[src/rtl/image_tiler_8x10_3x3x4x4.sv]
// image_tiler_8x10_3x3x4x4: buffers an 8x10 raster frame and emits it as a 3x3 grid of padded 4x4 tiles.
// Define TILER_PAD_REPLICATE_EN for edge-replicate padding instead of PAD_VALUE.
module image_tiler_8x10_3x3x4x4 #(
    parameter int DATA_WIDTH = 16,
    parameter logic [DATA_WIDTH-1:0] PAD_VALUE = '0
) (
    input  logic                     clk,
    input  logic                     rst,
    input  logic                     in_valid,
    output logic                     in_ready,
    input  logic [DATA_WIDTH-1:0]    in_data,
    input  logic                     in_last,
    output logic                     out_valid,
    input  logic                     out_ready,
    output logic [16*DATA_WIDTH-1:0] out_tile,
    output logic [1:0]               out_tile_row,
    output logic [1:0]               out_tile_col,
    output logic                     out_last,
    output logic                     frame_err
);
    typedef enum logic {LOAD, EMIT} state_t;
    state_t state;
    logic [DATA_WIDTH-1:0] mem [0:79];
    logic [6:0] cnt;
    logic [3:0] tile, tsel, rr, cc;
    logic [1:0] tr, tc;
    logic [6:0] idx;
    logic [16*DATA_WIDTH-1:0] nxt;

    assign in_ready = (state == LOAD);

    // Next tile to present: tile 0 when entering EMIT, otherwise the successor of the current one.
    always_comb begin
        tsel = (state == EMIT) ? tile + 4'd1 : 4'd0;
        tr = (tsel >= 4'd6) ? 2'd2 : (tsel >= 4'd3) ? 2'd1 : 2'd0;
        tc = 2'(tsel - 4'(tr) * 4'd3);
        nxt = '0;
        rr = '0;
        cc = '0;
        idx = '0;
        for (int r = 0; r < 4; r++) begin
            for (int c = 0; c < 4; c++) begin
                rr = {tr, 2'(r)};
                cc = {tc, 2'(c)};
`ifdef TILER_PAD_REPLICATE_EN
                rr = (rr > 4'd7) ? 4'd7 : rr;
                cc = (cc > 4'd9) ? 4'd9 : cc;
                idx = 7'(rr) * 7'd10 + 7'(cc);
                nxt[(r*4+c)*DATA_WIDTH +: DATA_WIDTH] = mem[idx];
`else
                idx = 7'(rr) * 7'd10 + 7'(cc);
                nxt[(r*4+c)*DATA_WIDTH +: DATA_WIDTH] = (rr < 4'd8 && cc < 4'd10) ? mem[idx] : PAD_VALUE;
`endif
            end
        end
    end

    always_ff @(posedge clk)
        if (in_valid && in_ready) mem[cnt] <= in_data;

    always_ff @(posedge clk) begin
        if (rst) begin
            state <= LOAD;
            cnt <= '0;
            tile <= '0;
            out_valid <= 1'b0;
            out_tile <= '0;
            out_tile_row <= '0;
            out_tile_col <= '0;
            out_last <= 1'b0;
            frame_err <= 1'b0;
        end else begin
            frame_err <= 1'b0;
            if (state == LOAD) begin
                if (in_valid) begin
                    frame_err <= in_last != (cnt == 7'd79);
                    cnt <= (cnt == 7'd79) ? 7'd0 : cnt + 7'd1;
                    if (cnt == 7'd79) begin
                        // Tile 0 never touches the element written on this beat, so the buffer is safe to read.
                        state <= EMIT;
                        tile <= '0;
                        out_valid <= 1'b1;
                        out_tile <= nxt;
                        out_tile_row <= tr;
                        out_tile_col <= tc;
                        out_last <= 1'b0;
                    end
                end
            end else if (out_ready) begin
                if (tile == 4'd8) begin
                    state <= LOAD;
                    tile <= '0;
                    out_valid <= 1'b0;
                    out_last <= 1'b0;
                end else begin
                    tile <= tsel;
                    out_tile <= nxt;
                    out_tile_row <= tr;
                    out_tile_col <= tc;
                    out_last <= (tile == 4'd7);
                end
            end
        end
    end
endmodule

[config.mk]
export PLATFORM = sky130hd
export DESIGN_NAME = image_tiler_8x10_3x3x4x4
export DESIGN_NICKNAME = d
export VERILOG_FILES = /design/src/rtl/image_tiler_8x10_3x3x4x4.sv
export SDC_FILE = /design/constraint.sdc
export NUM_CORES = 2
export LEC_CHECK = 0
export BUFFER_PORTS_ARGS = -buffer_cell sky130_fd_sc_hd__buf_4
export CAP_MARGIN = 0
export CORE_UTILIZATION = 35
export DETAILED_ROUTE_END_ITERATION = 16
export PLACE_DENSITY = 0.58
export SLEW_MARGIN = 20
export SYNTH_ARGS = -nofsm -noshare
export SYNTH_HDL_FRONTEND = slang
export SYNTH_SLANG_ARGS = --single-unit
[constraint.sdc]
create_clock -name clk -period 8.44 [get_ports clk]
set_clock_uncertainty 0.2 [all_clocks]
set_input_delay 0.422 -clock clk [delete_from_list [all_inputs] [get_ports clk]]
set_output_delay 0.422 -clock clk [all_outputs]
set_load 0.05 [all_outputs]
==> impl_metrics.env <==
export IMPL_hold_path_class="in2reg"
export IMPL_critPathMaxFanout=48
export IMPL_routed_wl_um=291000
export IMPL_grt_usage_pct=24.4
export IMPL_cts_num_sinks=1555
export IMPL_hpwl_um=171000
export IMPL_worstHoldStart="in_data[1]"
export IMPL_vias=53610
export IMPL_ios=285
export IMPL_nFillCells=20599
export IMPL_multi_input_area_um2=35900
export IMPL_grt_max_degree=133
export IMPL_leakage_nw=28.6
export IMPL_hold_path_end="mem[77][1]"
export IMPL_num_rows=176
export IMPL_grt_pass1_wl_um=406000
export IMPL_dieArea_um2=234000
export IMPL_vias_per_cell=6.57
export IMPL_numCtsBuffers=172
export IMPL_cts_tree="done"
export IMPL_drtPass1Iterations=6
export IMPL_ys_types=76
export IMPL_grt_overflow_total=0
export IMPL_hold_viol=0
export IMPL_die_w_um=484
export IMPL_crit_path_end_kind="flop"
export IMPL_die_h_um=484
export IMPL_rsz0062_at_grt="false"
export IMPL_port_buffers=284
export IMPL_final_cell_count_no_fill=8159
export IMPL_period_needed_ps=7350
export IMPL_ant_nets=0
export IMPL_netlist_area_um2=81200
export IMPL_hold_path_depth=1
export IMPL_fin_crit_sh_pct=87.0
export IMPL_seq_area_frac_synth_pct=54.1
export IMPL_r2r_slack_ps=1090
export IMPL_worstPathArrival_ps=7810
export IMPL_clkTransAtPathRegs_ps=60
export IMPL_synth_nets=4856
export IMPL_drc=0
export IMPL_ys_ff_latch=1555
export IMPL_reg2reg_to="out_tile[119]"
export IMPL_ys_warn_count=0
export IMPL_drive_gt1_share_pct=38.5
export IMPL_htree_num_levels=4
export IMPL_r2r_start="tile[0]"
export IMPL_yosysTopAreaCell="edfxtp_1"
export IMPL_core_um2=230000
export IMPL_critPathLaunchType="flop"
export IMPL_register_area_um2=43900
export IMPL_synthFlopType="edfxtp_1"
export IMPL_yosys_area_top_type_share_pct=47.3
export IMPL_drv_cap=0
export IMPL_r2r_cells=17
export IMPL_fmax_mhz=136
export IMPL_worst_pin_slew_ps=1110
export IMPL_fin_tns_setup_ps=0
export IMPL_synth_area_leaders="edfxtp_1 47%, mux4_2 30%, dfxtp_1 6.8%, a22oi_1 1.7%, mux2i_1 1.7%"
export IMPL_clk_path_buf_depth=3
export IMPL_grt_pass1_vias=52268
export IMPL_worst_ep_required_time_ps=8900
export IMPL_gp_congestion=0.856
export IMPL_synth_edf_count=1280
export IMPL_worstSetupStartpoint="tile[0]"
export IMPL_initialDrtViolationCount=7675
export IMPL_antenna_found_initial=11
export IMPL_worst_hold_slack_ps=5.40
export IMPL_power_density_nw_per_um2=177
export IMPL_path_class="reg2reg"
export IMPL_slew_violations=0
export IMPL_initial_core_util_pct=35.2
export IMPL_cts_repair_resized=0
export IMPL_ir_drop_mv=0.169
export IMPL_synthArstFlopShare_pct=0
export IMPL_worstSkewPairLatency_ps=830
export IMPL_wl_per_cell_um=35.6
export IMPL_syn_inst=4823
export IMPL_synthToLayoutAreaGrowth_pct=14.8
export IMPL_place_inst=7819
export IMPL_avgSynthCellArea_um2=16.8
export IMPL_status="finished, final reports clean"
export IMPL_cts_root_buf="clkbuf_16"
export IMPL_nets=5014
export IMPL_slew_headroom_pct=26.1
export IMPL_setup_violations=0
sequential cells by signal, indices dropped and copies added, names as in the netlist:
register and flops:
out_tile_row 2, cnt 7, state 1, out_valid 1, frame_err 1, tile 4, out_tile_col 2, out_last 1
mem 1280, out_tile 256
routing by layer:
| metal | track usage (%) | routed length [um] |
|---|---|---|
| met1 | 32.3 | 111000 |
| met2 | 38.0 | 134000 |
| met3 | 6.87 | 33700 |
| met4 | 9.07 | 12000 |
| met5 | 0.469 | 197 |
per-stage QoR:
stage / total power, mW / utilization [%] / instance area (um2) / setup WS, ps
after floorplan: 8.54 / - / 81200 / 2120
after global placement: 8.72 / 37.8 / 87100 / 1190
after detailed placement: 8.72 / 37.8 / 87100 / 1090
after CTS: 16.6 / 40.4 / 93200 / 1070
after global routing: 16.8 / 40.5 / 93200 / 744
final: 16.5 / 40.5 / 93200 / 1090
worst max-delay path: stages, from the launching register on:
cell      delay (ps)
dfxtp_1          470
inv_1             80
ha_1             350
nor2b_1          270
o21a_1           150
buf_4            340
nand3_2          160
inv_4            500
ha_4             760
inv_4            360
fa_4            1520
buf_4            590
buf_4            380
mux4_2           360
nand3_1          100
a211oi_1         100
o21ai_1          310
a21oi_1          110
cell families after synthesis:
kind of cell / count (synthesis) / share of synthesized area [%]
flip-flops: 1555 / 54.1
multiplexers: 1263 / 32.4
AO/OA/AOI/OAI: 775 / 6.48
AND/OR/NAND/NOR: 728 / 4.21
buffers and inverters: 477 / 2.41
XOR/XNOR: 13 / 0.182
adder cells (fa/ha/maj): 12 / 0.203
cells in the mapped netlist, types with 41 or more instances:
master    count
edfxtp_1   1280
mux4_2     1086
clkbuf_1    302
nor2_1      281
dfxtp_1     275
a22oi_1     182
nand2_1     163
o21ai_0     154
a21oi_1     149
mux2i_1     135
buf_2       106
nand3_1      96
a211oi_1     53
buf_1        50
mux2_2       41
where the power goes:
| part | internal (mW) | switching [mW] | total (mW) |
|---|---|---|---|
| Sequential | 8.31 | 0.0118 | 8.32 |
| Combinational | 0.0456 | 0.198 | 0.244 |
| Clock | 4.62 | 3.28 | 7.90 |
worst max path at each step:
stage | end | depth (start not counted)
global placement | out_tile[121] | 17
finish | out_tile[119] | 17
floorplan | out_tile[223] | 23
detailed placement | out_tile[121] | 17
global route | out_tile[119] | 17
CTS | out_tile[121] | 17
cell usage in the layout (no fill, tap or decap), types with 31 or more instances in the layout:
cell / n
a211oi_1: 53
a21oi_1: 148
a222oi_1: 32
a22o_1: 32
a22oi_1: 182
and3_1: 31
buf_4: 421
clkbuf_16: 177
clkinv_2: 32
dfxtp_1: 275
edfxtp_1: 1280
mux2_2: 41
mux2i_1: 135
mux4_2: 1086
nand2_1: 163
nand2b_1: 39
nand3_1: 95
nor2_1: 197
nor2_2: 53
nor2_4: 31
o21ai_0: 152
o22a_1: 31
repair_timing:
action                     CTS  global route
setup buffers                0             0
hold endpoints to repair   174             0
hold buffers                13             0
setup endpoints to repair    0             0
final cells by class:
| type | count | share of cell area (%) |
|---|---|---|
| Clock inverter | 106 | 1.27 |
| Tap cell | 3026 | 4.06 |
| Timing Repair Buffer | 451 | 3.90 |
| Multi-Input combinational cell | 2791 | 38.5 |
| Antenna cell | 1 | 0.00269 |
| Inverter | 10 | 0.0483 |
| Clock buffer | 219 | 5.06 |
| Sequential cell | 1555 | 47.2 |
Note: power is estimated with default switching activity, not from simulation.
